$ cat config.mk
export PLATFORM = sky130hd
export DESIGN_NAME = lc4_alu_seq
export DESIGN_NICKNAME = d
export VERILOG_FILES = /design/src/rtl/lc4_alu_pkg.sv /design/src/rtl/lc4_div_iter.sv /design/src/rtl/lc4_alu_seq.sv
export SDC_FILE = /design/constraint.sdc
export NUM_CORES = 1
export LEC_CHECK = 0
export BUFFER_PORTS_ARGS = -buffer_cell sky130_fd_sc_hd__clkbuf_2
export CORE_ASPECT_RATIO = 0.7
export CORE_MARGIN = 4
export CORE_UTILIZATION = 50
export CTS_BUF_LIST = sky130_fd_sc_hd__clkbuf_8
export DETAILED_ROUTE_END_ITERATION = 16
export PLACE_DENSITY = 0.74
export SKIP_CTS_REPAIR_TIMING = 1
export SYNTH_ARGS = -nofsm -noshare
export SYNTH_HDL_FRONTEND = slang
export SYNTH_SLANG_ARGS = --single-unit
$ cat constraint.sdc
create_clock -name clk -period 7.92 [get_ports clk]
set_input_delay 0.792 -clock clk [delete_from_list [all_inputs] [get_ports clk]]
set_output_delay 0.792 -clock clk [all_outputs]
set_load 0.02 [all_outputs]
$ cat src/rtl/lc4_alu_pkg.sv
// lc4_alu_pkg -- shared definitions for the sequencing wrapper around the LC4 ALU.
//
// Contents:
//   - op-code constants for the ALU control bus (0..39)
//   - state_e: wrapper FSM states
//   - is_legal_op(): true for any control code the ALU output mux decodes
//   - is_div_op():   true for the two ops served by the iterative divider
package lc4_alu_pkg;

  localparam int DATA_W = 16;
  localparam int OP_W   = 6;

  // Op codes referenced by the wrapper; every other legal code is passed
  // straight through to the shared single-cycle ALU.
  localparam logic [OP_W-1:0] OP_ADD = 6'd0;
  localparam logic [OP_W-1:0] OP_MUL = 6'd1;
  localparam logic [OP_W-1:0] OP_SUB = 6'd2;
  localparam logic [OP_W-1:0] OP_DIV = 6'd3;
  localparam logic [OP_W-1:0] OP_MOD = 6'd4;
  localparam logic [OP_W-1:0] OP_BR  = 6'd39;

  typedef enum logic [1:0] {
    ST_IDLE = 2'd0,
    ST_EXEC = 2'd1,
    ST_DIV  = 2'd2,
    ST_DONE = 2'd3
  } state_e;

  // Holes in the output-mux encoding: 8, 13-15, 20-23, 27-31 and above BR.
  function automatic logic is_legal_op(input logic [OP_W-1:0] op);
    logic legal;
    legal = 1'b1;
    if (op > OP_BR)
      legal = 1'b0;
    else if (op == 6'd8)
      legal = 1'b0;
    else if ((op >= 6'd13) && (op <= 6'd15))
      legal = 1'b0;
    else if ((op >= 6'd20) && (op <= 6'd23))
      legal = 1'b0;
    else if ((op >= 6'd27) && (op <= 6'd31))
      legal = 1'b0;
    return legal;
  endfunction

  function automatic logic is_div_op(input logic [OP_W-1:0] op);
    return (op == OP_DIV) || (op == OP_MOD);
  endfunction

endpackage

$ cat src/rtl/lc4_div_iter.sv
// lc4_div_iter -- unsigned restoring divider, one quotient bit per cycle, MSB first.
//
// Ports:
//   clk, rst_n            clock, asynchronous active-low reset
//   start                 load dividend/divisor and begin (ignored while running)
//   dividend, divisor     16-bit unsigned operands, sampled on start
//   done                  high for one cycle during the final step; quotient and
//                         remainder are valid in that same cycle
//   quotient, remainder   results; both 0 when the divisor is 0
//
// Optional feature (macro LC4_ALU_DIV_EARLY_EXIT_EN): when the divisor is 0 or
// dividend < divisor the divider finishes in its first running cycle.
module lc4_div_iter
  import lc4_alu_pkg::*;
#(
  parameter int DIV_STEPS = 16
) (
  input  logic              clk,
  input  logic              rst_n,
  input  logic              start,
  input  logic [DATA_W-1:0] dividend,
  input  logic [DATA_W-1:0] divisor,
  output logic              done,
  output logic [DATA_W-1:0] quotient,
  output logic [DATA_W-1:0] remainder
);

  localparam int CNT_W = $clog2(DIV_STEPS) + 1;

  logic [DATA_W-1:0] rem_reg;
  logic [DATA_W-1:0] quo_reg;   // holds the dividend, shifted out as quotient bits shift in
  logic [DATA_W-1:0] dsr_reg;
  logic [CNT_W-1:0]  cnt_reg;
  logic              run_reg;

  logic [DATA_W:0]   shifted;
  logic              ge;
  logic [DATA_W-1:0] rem_step;
  logic [DATA_W-1:0] quo_step;
  logic              last;
  logic              dsr_zero;
  logic              early;

  // One restoring step: bring in the next dividend bit, subtract if it fits.
  // shifted[16] set means the partial remainder already exceeds any 16-bit
  // divisor; the 16-bit difference is still exact because the true
  // difference is below the divisor.
  assign shifted  = {rem_reg, quo_reg[DATA_W-1]};
  assign ge       = shifted[DATA_W] || (shifted[DATA_W-1:0] >= dsr_reg);
  assign rem_step = ge ? (shifted[DATA_W-1:0] - dsr_reg) : shifted[DATA_W-1:0];
  assign quo_step = {quo_reg[DATA_W-2:0], ge};
  assign last     = (cnt_reg == CNT_W'(DIV_STEPS - 1));
  assign dsr_zero = (dsr_reg == '0);

`ifdef LC4_ALU_DIV_EARLY_EXIT_EN
  logic early_reg;

  always_ff @(posedge clk or negedge rst_n) begin
    if (!rst_n)
      early_reg <= 1'b0;
    else if (start && !run_reg)
      early_reg <= (divisor == '0) || (dividend < divisor);
  end

  assign early = early_reg;
`else
  assign early = 1'b0;
`endif

  assign done = run_reg && (early || last);

  // A zero divisor yields 0 for both results. On an early exit the dividend
  // is still unshifted in quo_reg and is the remainder.
  assign quotient  = (dsr_zero || early) ? '0 : quo_step;
  assign remainder = dsr_zero ? '0 : (early ? quo_reg : rem_step);

  always_ff @(posedge clk or negedge rst_n) begin
    if (!rst_n) begin
      rem_reg <= '0;
      quo_reg <= '0;
      dsr_reg <= '0;
      cnt_reg <= '0;
      run_reg <= 1'b0;
    end else if (start && !run_reg) begin
      rem_reg <= '0;
      quo_reg <= dividend;
      dsr_reg <= divisor;
      cnt_reg <= '0;
      run_reg <= 1'b1;
    end else if (run_reg) begin
      if (done) begin
        run_reg <= 1'b0;
      end else begin
        rem_reg <= rem_step;
        quo_reg <= quo_step;
        cnt_reg <= cnt_reg + 1'b1;
      end
    end
  end

endmodule

$ cat src/rtl/lc4_alu_seq.sv
// lc4_alu_seq -- request/response sequencer in front of the shared LC4 ALU,
// adding an iterative divider for DIV (op 3) and MOD (op 4).
//
// Ports:
//   clk, rst_n                      clock, asynchronous active-low reset
//   req_valid/req_ready             request handshake; req_ready = idle
//   req_op, req_a, req_b            control code and operands
//   alu_ctl, alu_a, alu_b           registered drive to the shared ALU, 0 outside EXEC
//   alu_c                           combinational ALU result
//   resp_valid/resp_ready           response handshake, result held until taken
//   resp_data, resp_err             result; resp_err flags an illegal op (data 0)
//   busy                            high whenever not idle
//
// Parameter DIV_STEPS: divide iterations; only 16 is meaningful (16-bit datapath).
// Optional feature (macro LC4_ALU_DIV_EARLY_EXIT_EN): DIV/MOD with a zero
// divisor or dividend < divisor finish after one divider cycle.
module lc4_alu_seq
  import lc4_alu_pkg::*;
#(
  parameter int DIV_STEPS = 16
) (
  input  logic              clk,
  input  logic              rst_n,
  input  logic              req_valid,
  output logic              req_ready,
  input  logic [OP_W-1:0]   req_op,
  input  logic [DATA_W-1:0] req_a,
  input  logic [DATA_W-1:0] req_b,
  output logic [OP_W-1:0]   alu_ctl,
  output logic [DATA_W-1:0] alu_a,
  output logic [DATA_W-1:0] alu_b,
  input  logic [DATA_W-1:0] alu_c,
  output logic              resp_valid,
  input  logic              resp_ready,
  output logic [DATA_W-1:0] resp_data,
  output logic              resp_err,
  output logic              busy
);

  state_e            state_reg, state_next;
  logic [OP_W-1:0]   alu_ctl_reg, alu_ctl_next;
  logic [DATA_W-1:0] alu_a_reg, alu_a_next;
  logic [DATA_W-1:0] alu_b_reg, alu_b_next;
  logic [DATA_W-1:0] resp_data_reg, resp_data_next;
  logic              resp_err_reg, resp_err_next;
  logic              is_mod_reg, is_mod_next;

  logic              req_legal;
  logic              req_is_div;
  logic              div_start;
  logic              div_done;
  logic [DATA_W-1:0] div_quo;
  logic [DATA_W-1:0] div_rem;

  assign req_legal  = is_legal_op(req_op);
  assign req_is_div = is_div_op(req_op);

  // Divider loads on the accepting edge so its first step runs in the
  // first DIV cycle.
  assign div_start = (state_reg == ST_IDLE) && req_valid && req_is_div;

  lc4_div_iter #(
    .DIV_STEPS (DIV_STEPS)
  ) u_div (
    .clk       (clk),
    .rst_n     (rst_n),
    .start     (div_start),
    .dividend  (req_a),
    .divisor   (req_b),
    .done      (div_done),
    .quotient  (div_quo),
    .remainder (div_rem)
  );

  always_comb begin
    state_next     = state_reg;
    resp_data_next = resp_data_reg;
    resp_err_next  = resp_err_reg;
    is_mod_next    = is_mod_reg;
    // ALU drive is zero except for the single EXEC cycle.
    alu_ctl_next   = '0;
    alu_a_next     = '0;
    alu_b_next     = '0;

    case (state_reg)
      ST_IDLE: begin
        if (req_valid) begin
          if (!req_legal) begin
            state_next     = ST_DONE;
            resp_data_next = '0;
            resp_err_next  = 1'b1;
          end else if (req_is_div) begin
            state_next    = ST_DIV;
            is_mod_next   = (req_op == OP_MOD);
            resp_err_next = 1'b0;
          end else begin
            state_next    = ST_EXEC;
            alu_ctl_next  = req_op;
            alu_a_next    = req_a;
            alu_b_next    = req_b;
            resp_err_next = 1'b0;
          end
        end
      end
      ST_EXEC: begin
        resp_data_next = alu_c;
        state_next     = ST_DONE;
      end
      ST_DIV: begin
        if (div_done) begin
          resp_data_next = is_mod_reg ? div_rem : div_quo;
          state_next     = ST_DONE;
        end
      end
      ST_DONE: begin
        // Return to idle only; a new request waits for the next edge.
        if (resp_ready)
          state_next = ST_IDLE;
      end
      default: state_next = ST_IDLE;
    endcase
  end

  always_ff @(posedge clk or negedge rst_n) begin
    if (!rst_n) begin
      state_reg     <= ST_IDLE;
      alu_ctl_reg   <= '0;
      alu_a_reg     <= '0;
      alu_b_reg     <= '0;
      resp_data_reg <= '0;
      resp_err_reg  <= 1'b0;
      is_mod_reg    <= 1'b0;
    end else begin
      state_reg     <= state_next;
      alu_ctl_reg   <= alu_ctl_next;
      alu_a_reg     <= alu_a_next;
      alu_b_reg     <= alu_b_next;
      resp_data_reg <= resp_data_next;
      resp_err_reg  <= resp_err_next;
      is_mod_reg    <= is_mod_next;
    end
  end

  assign req_ready  = (state_reg == ST_IDLE);
  assign busy       = (state_reg != ST_IDLE);
  assign resp_valid = (state_reg == ST_DONE);
  assign resp_data  = resp_data_reg;
  assign resp_err   = resp_err_reg;
  assign alu_ctl    = alu_ctl_reg;
  assign alu_a      = alu_a_reg;
  assign alu_b      = alu_b_reg;

endmodule

**Word level (Yosys, flattened, before mapping)**

Index checks and enable logic that the tools add are counted.

- Bitwise gates (word level): 0
- $lt $le $gt $ge: 8
- Divide/modulo/power cells: 0
- Mux-type cells: 44
- Shift operators: 0
- Multiply operators: 0
- Reduce and logical (&&, ||, !) cells: 20
- Equal/unequal tests: 12
- Add/sub/neg operators: 2

Operators with widths:

| cell | count |
|---|---|
| 16-bit two-way mux | 21 |
| 16-bit one-hot mux with 3 select lines | 1 |
| 6-bit two-way mux | 4 |
| 16-bit >= comparator | 1 |
| 16-bit logical NOT | 1 |
| 16-bit subtractor | 1 |
| 5-bit two-way mux | 3 |
| 6-bit by 5-bit >= comparator with 1-bit output (second input constant) | 2 |
| 6-bit by 5-bit <= comparator with 1-bit output (second input constant) | 2 |
| 2-bit two-way mux | 5 |
| 1-bit two-way mux | 9 |
| 2-bit one-hot mux with 4 select lines | 1 |
| 4-bit AND reduction | 2 |
| 1-bit logical AND | 7 |
| 6-bit by 2-bit equality test with 1-bit output (second input constant) | 1 |
| 6-bit by 3-bit equality test with 1-bit output (second input constant) | 1 |
| 6-bit by 4-bit equality test with 1-bit output (second input constant) | 1 |
| 6-bit by 4-bit >= comparator with 1-bit output (second input constant) | 1 |
| 6-bit > comparator (second input constant) | 1 |
| 6-bit by 4-bit <= comparator with 1-bit output (second input constant) | 1 |
| 2-bit != test (second input constant) | 3 |
| 5-bit by 1-bit adder with 5-bit output (second input constant) | 1 |
| 5-bit by 4-bit equality test with 1-bit output (second input constant) | 1 |
| 2-bit equality test (second input constant) | 2 |
| 9 further kinds | 13 |

- RAM bits: 0
- Bits in latches: 0
- Logic and storage cells: 98
- Memories: 0
- Output and inout port bits: 58
- Memory bits (read-only): 0
- Register bits: 112
- Bits of input ports: 58

**Longest topological paths before layout**

Gate-level depths: netlist (run 1).

- Depth after elaboration: 10
- Depth in mapped cells: 12
- Depth with buffers taken out: 10

**Modules after synthesis**

Synthesis (run 1) repeated with hierarchy kept, for this count alone.

- Cells, all modules: 614
- Area, all modules: 6164.7 sq um

Modules (own cells, without submodules):

| module | sequential area each (sq um) | times used | area each (sq um) | cells each |
|---|---|---|---|---|
| lc4_div_iter | 1351.3 | 1 | 3337.0 | 387 |
| lc4_alu_seq | 1451.4 | 1 | 2827.7 | 227 |

**Least setup slack after synthesis (run 1)**

OpenSTA, ideal clock, no wires.

- Path kind: flip-flop to flip-flop
- From: reg u_div.dsr_reg[0]
- To: reg resp_data_reg[6], in the netlist resp_data[6]
- Stages on the path, launching flop included: 10
- Period minus slack after synthesis: 2.526 ns
- Path slack: 5.394 ns
- Data arrival time: 2.387 ns
- Data required time: 7.781 ns
- Setup time: 0.139 ns
- Path buffers: 1
- Path through: dfrtp_1 -> ha_1 -> fa_1 -> nand2b_1 -> a211oi_2 -> o311ai_2 -> a31oi_4 -> buf_4 -> mux2i_1 -> o221ai_1

- Cells in the longest elaborated chain, start to end: 7
- Elaborated cells on any way between the ends: 10
- Those cells by class: add/sub: 1; order compare: 1; mux: 6; reduce/logical: 2

Ends and longest elaborated chain:

| what | line | source |
|---|---|---|
| from (decl) | lc4_div_iter.sv:32 | `logic [DATA_W-1:0] dsr_reg;` |
| from (signal assigned) | lc4_div_iter.sv:87 | `dsr_reg <= divisor;` |
| 16-bit >= comparator | lc4_div_iter.sv:49 | `assign ge = shifted[DATA_W] \|\| (shifted[DATA_W-1:0] >= dsr_reg);` |
| 1-bit logical OR | lc4_div_iter.sv:49 |  |
| 16-bit two-way mux | lc4_div_iter.sv:50 | `assign rem_step = ge ? (shifted[DATA_W-1:0] - dsr_reg) : shifted[DATA_W-1:0];` |
| 16-bit two-way mux | lc4_div_iter.sv:75 | `assign remainder = dsr_zero ? '0 : (early ? quo_reg : rem_step);` |
| 16-bit two-way mux * | lc4_alu_seq.sv:111 | `resp_data_next = is_mod_reg ? div_rem : div_quo;` |
| 16-bit two-way mux * | lc4_alu_seq.sv:110 | `if (div_done) begin` |
| 16-bit one-hot mux with 3 select lines * | lc4_alu_seq.sv:85 | `case (state_reg)` |
| to (signal assigned) | lc4_alu_seq.sv:138 | `resp_data_reg <= resp_data_next;` |
| to (decl) | lc4_alu_seq.sv:44 | `logic [DATA_W-1:0] resp_data_reg, resp_data_next;` |

Every way passes the cells marked *; elsewhere a longest branch is shown, timed or not. The select of a mux whose other input is x is not followed.
A chain may end at the register's enable or synchronous reset.

**Final worst setup path (run 1)**

- From: reg u_div.dsr_reg[0]
- To: reg u_div.rem_reg[10]

- Cells in the longest elaborated chain, start to end: 6
- Elaborated cells on any way between the ends: 7
- Those cells by class: add/sub: 1; order compare: 1; mux: 4; reduce/logical: 1

Ends and longest elaborated chain:

| what | line | source |
|---|---|---|
| 16-bit >= comparator | lc4_div_iter.sv:49 |  |
| 1-bit logical OR | lc4_div_iter.sv:49 |  |
| 16-bit two-way mux * | lc4_div_iter.sv:50 |  |
| 16-bit two-way mux * | lc4_div_iter.sv:91 | `if (done) begin` |
| 16-bit two-way mux * | lc4_div_iter.sv:90 | `end else if (run_reg) begin` |
| 16-bit two-way mux * | lc4_div_iter.sv:84 | `end else if (start && !run_reg) begin` |
| to (signal assigned) | lc4_div_iter.sv:94 | `rem_reg <= rem_step;` |
| to (decl) | lc4_div_iter.sv:30 | `logic [DATA_W-1:0] rem_reg;` |

Marked as above.

==> results.txt, run 1 <==
status - finished clean
ys async rst share - 100%
Vias/cell - 5.71
Worst Clk Skew - 0.0130 ns
WP depth - 9
wire length of the first global-routing pass - 24,100 µm
R2R Setup Slk - 4.84 ns
Core Util, Final - 59.0%
critical-path cell list - ha_1 -> fa_1 -> nand2b_1 -> a211oi_2 -> o311ai_2 -> a31oi_4 -> nor2b_1 -> a41oi_1 -> o21ai_0
capture point of the worst reg-to-reg path - u_div.rem_reg[10]$_DFFE_PN0P_
Synth area leaders - dfrtp_1, and3_1, ha_1
top-area cell type share of the netlist area - 49.7%
WL/cell - 17.9 µm
Power Internal - 1.32 mW
mean post-synth cell area - 9.80 µm²
Pleak - 3.46 nW
delay-heaviest family, CP - compound AO/OA/AOI/OAI gates
post-synthesis instance area - 5640 µm²
Startpoint Class - flip-flop
CTS Buf Count - 9
cell count of the worst reg-to-reg path - 9
Crit path arrival time - 3.29 ns
combinational share of power - 49.3%
WL final - 14,900 µm
max cap viols - 0
met3 Usage GRT - 5.72%
grt peak-use layer - met1
die width - 135 µm
Synth Area in XOR/XNOR - 1.40%
Worst path max stage delay - 0.68 ns
Max-slew headroom - 16.8%
CP Buf/Inv Count - 0
YS warnings - 0
endpoints failing hold - 0
synthesis-to-finish area growth - 15.2%
library cells used by synthesis - 58
worst-case clock buffer depth - 2
Tot Pwr - 2.42 mW
initial detailed-routing violation count - 358
VDD IR max - 0.000184 V
Post-Synth Adder-Cell Area - 5.46%
number of synthesized register bits - 112
CP Class - reg -> reg
row count - 32
Worst Setup SP - u_div.dsr_reg[0]$_DFFE_PN0P_
Initial Utilization - 51.2%
initial antenna violation count - 0
met1 Resource Use GR - 35.8%
H-tree levels - 3
met2 GRT Util - 33.0%
largest net degree at the start of global routing - 89
Via Count - 4,749
worst path required time - 8.13 ns
CTS tree - done
Most used DFF post-synth - dfrtp_1
post-synthesis sequential area ratio - 49.7%
HP Class - in -> async
drc violations - 0
crit end category - flip-flop
EDFF count, synth - 0
worst-path maximum fanout - 26
Clock Sinks - 112
Syn Nets - 657
Tightest Pin Transition - 1.24 ns
Die Area - 13,100 µm²
fillcell total - 936
CTS clk-pin slew, worst paths - 0.11 ns
Final setup violation count - 0
GRT Total Usage - 23.2%
total negative setup slack - 0 ns
share of cells above drive strength 1 - 22.6%
Pwr Density - 373 nW/µm²
Core Region - 11,000 µm²
post-route minimum period - 3.08 ns
I/O Buffers - 115
grt ovf - 0
clock network fraction of total power - 14.7%
mux contribution to synthesized area - 1.80%
reg2reg start - u_div.dsr_reg[0]$_DFFE_PN0P_
placed cells - 816
Cells after Synth - 575
vias in the first global route - 4,647
n_diodes - 0
Initial DRT Pass Iterations - 5
Post-DRT Antenna Nets - 0
dpl hpwl - 11,400 µm
Seq pwr share - 36.0%
Sw Share - 45.7%
compound-gate portion of the synthesized area - 18.7%
f_max - 325 MHz
die height - 96.8 µm
nets - 756
Root Driver - clkbuf_8
NetSw - 1.11 mW
Non-Filler Instances - 831
Final Slew Violations - 0
CP endpoint - u_div.rem_reg[10]$_DFFE_PN0P_
leading area contributor after synthesis - dfrtp_1
GPL Wtd Cong - 0.932
slowest stage cell on the critical path - a31oi_4
simple-gate share of the synthesized area - 18.3%
Clock Latency Late Sink - 0.38 ns
RSZ-0062 raised after global routing - false
main combinational cell family by area after synthesis - compound AO/OA/AOI/OAI gates
Tcrit/Tclk final - 38.9%
I/O pins - 116
-- cell usage after synthesis, types with 7 or more instances --
cell      count
a21oi_1      17
inv_1        29
and3_1       48
nand3_1      23
clkbuf_1     23
a22oi_1      21
dfrtp_1     112
a21o_1       10
nor2b_1       7
nor2_1       19
ha_1         23
o21ai_0      50
a221oi_1      9
o21ai_1      10
mux2i_1       9
nand2_1      75
-- logic make-up (layout without fill, tap and decap cells) --
family / Yosys count / after routing
AND/OR/NAND/NOR: 204 / 204
flip-flops: 112 / 112
multiplexers: 10 / 10
buffers and inverters: 60 / 163
AO/OA/AOI/OAI: 156 / 156
XOR/XNOR: 9 / 9
adder cells (fa/ha/maj): 24 / 24
-- metrics by stage --
stage / setup WS, ns / hold slack (ns) / instance area (µm²)
finish: 4.84 / 0.295 / 6490
CTS: 4.84 / 0.297 / 6490
global placement: 4.89 / 0.478 / 6290
global route: 4.55 / 0.291 / 6490
floorplan: 5.39 / 0.464 / 5640
detailed placement: 4.82 / 0.488 / 6290
-- power groups by stage --
stage          Clock (mW)  Combinational (mW)  Sequential [mW]
6_report            0.356                1.19            0.871
4_1_cts             0.358                1.18            0.867
5_1_grt             0.386                1.33            0.885
2_1_floorplan           0               0.861            0.871
3_3_place_gp            0                1.15            0.871
3_5_place_dp            0                1.18            0.875
-- per-layer routing --
metal  vias to the layer above  wire length, µm  share of wire, %
met3                        18             1060               7.1
met5                         -                0                 0
li1                       2257                -                 -
met1                      2282             7330                49
met2                       192             6360                43
met4                         0              173               1.2
-- placed cells by master, fill, tap and decap left out, drive strengths merged, types with 6 or more instances in the layout --
master	count
nor3	7
inv	31
dfrtp	112
nand3	23
o21ai	60
a31oi	6
a22oi	21
nand2	76
a21o	10
ha	23
nor2b	7
a221oi	9
nor2	20
clkbuf	123
and3	49
a21oi	18
mux2i	9
-- final cells by class --
type | count | area [µm²] | area share, %
Tap cell | 153 | 191 | 2.95
Inverter | 29 | 109 | 1.68
Clock inverter | 6 | 77.6 | 1.19
Sequential cell | 112 | 2800 | 43.2
Timing Repair Buffer | 119 | 608 | 9.36
Clock buffer | 9 | 124 | 1.91
Multi-Input combinational cell | 403 | 2580 | 39.7
-- how the worst min path moves through the flow --
| stage | from | endpoint |
|---|---|---|
| global route | rst_n | alu_a[0]$_DFF_PN0_ |
| floorplan | u_div.quo_reg[13]$_DFFE_PN0P_ | u_div.quo_reg[13]$_DFFE_PN0P_ |
| detailed placement | resp_data[0]$_DFFE_PN0P_ | resp_data[0]$_DFFE_PN0P_ |
| global placement | resp_err$_DFFE_PN0P_ | resp_err$_DFFE_PN0P_ |
| CTS | rst_n | alu_a[1]$_DFF_PN0_ |
| finish | rst_n | alu_a[1]$_DFF_PN0_ |
(Power assumes the default switching activity.)
==> inputs of run 2 (changes only) <==
clock period = 2.9 ns   (was 7.92 ns; I/O delays follow)
==> run 2 against run 1 <==
Flip-flop and latch count did not move. Hold slack got worse by 0.17 ns. Non-clock buffer count rose by 8. Critical path type unchanged. Largest cell class unchanged.
==> results.txt, run 2 (same netlist as run 1, synthesis figures left out) <==
capture point of the worst reg-to-reg path - u_div.rem_reg[5]$_DFFE_PN0P_ (was u_div.rem_reg[10]$_DFFE_PN0P_)
CTS Buf Count - 9 (unchanged)
total negative setup slack - 0 ns (unchanged)
Final setup violation count - 0 (unchanged)
max cap viols - 0 (unchanged)
cell count of the worst reg-to-reg path - 10 (was 9)
Vias/cell - 5.69 (was 5.71)
crit end category - flip-flop (unchanged)
VDD IR max - 0.000478 V (was 0.000184 V)
Pleak - 3.50 nW (was 3.46 nW)
HP Class - in -> reg (was in -> async)
I/O pins - 116 (unchanged)
Core Region - 11,000 µm² (unchanged)
share of cells above drive strength 1 - 23.9% (was 22.6%)
Tightest Pin Transition - 1.18 ns (was 1.24 ns)
Clock Sinks - 112 (unchanged)
WL/cell - 18.0 µm (was 17.9 µm)
most frequent cells in the layout - clkbuf_2, dfrtp_1, nand2_1, o21ai_0, and3_1 (unchanged)
Pwr Density - 1020 nW/µm² (was 373 nW/µm²)
nets - 764 (was 756)
worst-case clock buffer depth - 2 (unchanged)
CTS clk-pin slew, worst paths - 0.11 ns (about the same)
initial detailed-routing violation count - 334 (was 358)
GPL Wtd Cong - 0.870 (was 0.932)
vias in the first global route - 4,735 (was 4,647)
Initial Utilization - 51.2% (unchanged)
Post-DRT Antenna Nets - 0 (unchanged)
Root Driver - clkbuf_8 (unchanged)
R2R Setup Slk - 0.18 ns (was 4.84 ns)
Max-slew headroom - 20.7% (was 16.8%)
WL final - 15,100 µm (was 14,900 µm)
die width - 135 µm (unchanged)
n_diodes - 0 (unchanged)
status - finished clean (unchanged)
worst-path maximum fanout - 14 (was 26)
synthesis-to-finish area growth - 17.1% (was 15.2%)
grt ovf - 0 (unchanged)
Worst Hold End - u_div.dsr_reg[10]$_DFFE_PN0P_
Register Area - 2800 µm² (unchanged)
Worst Clk Skew - 0.0154 ns (was 0.0130 ns)
wire length of the first global-routing pass - 24,700 µm (was 24,100 µm)
fillcell total - 960 (was 936)
Via Count - 4,781 (was 4,749)
worst path required time - 3.13 ns (was 8.13 ns)
dpl hpwl - 11,700 µm (was 11,400 µm)
endpoints failing hold - 0 (unchanged)
initial antenna violation count - 0 (unchanged)
row count - 32 (unchanged)
largest net degree at the start of global routing - 70 (was 89)
Startpoint Class - flip-flop (unchanged)
design area - 6600 µm² (was 6490 µm²)
GRT Total Usage - 23.7% (was 23.2%)
placed cell areas - 6360 µm² (was 6290 µm²)
Hold Path Cell Cnt - 3
H-tree levels - 3 (unchanged)
multi-input logic area - 2620 µm² (was 2580 µm²)
worst hold start - req_b[10]
Clock Latency Late Sink - 0.39 ns (was 0.38 ns)
CP Class - reg -> reg (unchanged)
post-route minimum period - 2.72 ns (was 3.08 ns)
f_max - 367 MHz (was 325 MHz)
most common cell after layout, fill and taps aside - clkbuf_2 (unchanged)
reg2reg start - u_div.quo_reg[15]$_DFFE_PN0P_ (was u_div.dsr_reg[0]$_DFFE_PN0P_)
Crit path arrival time - 2.95 ns (was 3.29 ns)
I/O Buffers - 115 (unchanged)
drc violations - 0 (unchanged)
Final Slew Violations - 0 (unchanged)
Die Area - 13,100 µm² (unchanged)
die height - 96.8 µm (unchanged)
Core Util, Final - 59.9% (was 59.0%)
Tcrit/Tclk final - 93.9% (was 38.9%)
Initial DRT Pass Iterations - 5 (unchanged)
CTS tree - done (unchanged)
RSZ-0062 raised after global routing - false (unchanged)
[run 2: cell count changes in the layout (fill, tap and decap cells not counted), sizes merged]
cell | before | now
buf | 5 | 12
clkinvlp | 1 | 3
bufinv | 1 | 0
clkinv | 2 | 1
dlygate4sd3 | 0 | 1
inv | 31 | 32
[run 2: worst max-delay path, cell delays in order, from the launching register on]
cell and delay [ns]:
dfrtp_1 0.39, inv_1 0.06, ha_1 0.21, fa_1 0.41
nand2b_4 0.18, a211oi_4 0.33, o311ai_4 0.16, a31oi_4 0.29
buf_12 0.19, mux2i_1 0.24, o21ai_0 0.11
[run 2: metrics by stage]
stage	hold slack [ns]	power [mW]	setup WS (ns)	std cells
floorplan	-0.00559	4.73	0.374	575
global placement	0.307	5.67	0.226	822
detailed placement	0.328	5.76	0.150	822
CTS	-0.0861	6.65	0.111	838
global route	0.124	7.24	0.0324	840
finish	0.124	6.75	0.176	840
[run 2: where the power goes]
group | switching, mW | leakage [nW] | internal [mW] | total [mW]
Combinational | 2.18 | 1.98 | 1.31 | 3.49
Clock | 0.563 | 0.0867 | 0.323 | 0.886
Sequential | 0.372 | 1.44 | 2.00 | 2.37
Total | 3.11 | 3.50 | 3.64 | 6.75
[run 2: cell type report]
| cell class | instances | share of cell area (%) |
|---|---|---|
| sequential | 112 | 42.5 |
| timing repair buffer | 127 | 10.6 |
| clock buffer | 9 | 1.88 |
| clock inverter | 7 | 0.872 |
| inverter | 29 | 1.65 |
| tap | 153 | 2.90 |
| multi-input combinational | 403 | 39.6 |
[run 2: routing by layer]
layer / GRT usage (%) / share of wire, % / up-vias
met1: 36.1 / 48 / 2302
met5: 0 / 0 / -
met4: 5.32 / 1.3 / 0
met3: 4.94 / 7.2 / 18
met2: 34.7 / 43 / 191
li1: - / - / 2270
[run 2: how the worst max path moves through the flow]
| stage | end | startpoint | slack (ns) | cells past startpoint |
|---|---|---|---|---|
| after floorplan | resp_data[6]$_DFFE_PN0P_ | u_div.dsr_reg[0]$_DFFE_PN0P_ | 0.37 | 9 |
| after global routing | u_div.rem_reg[4]$_DFFE_PN0P_ | u_div.quo_reg[15]$_DFFE_PN0P_ | 0.03 | 10 |
| after detailed placement | u_div.rem_reg[11]$_DFFE_PN0P_ | u_div.quo_reg[15]$_DFFE_PN0P_ | 0.15 | 10 |
| final | u_div.rem_reg[5]$_DFFE_PN0P_ | u_div.quo_reg[15]$_DFFE_PN0P_ | 0.18 | 10 |
| after global placement | u_div.rem_reg[11]$_DFFE_PN0P_ | u_div.dsr_reg[11]$_DFFE_PN0P_ | 0.23 | 9 |
| after CTS | u_div.rem_reg[11]$_DFFE_PN0P_ | u_div.dsr_reg[0]$_DFFE_PN0P_ | 0.11 | 9 |
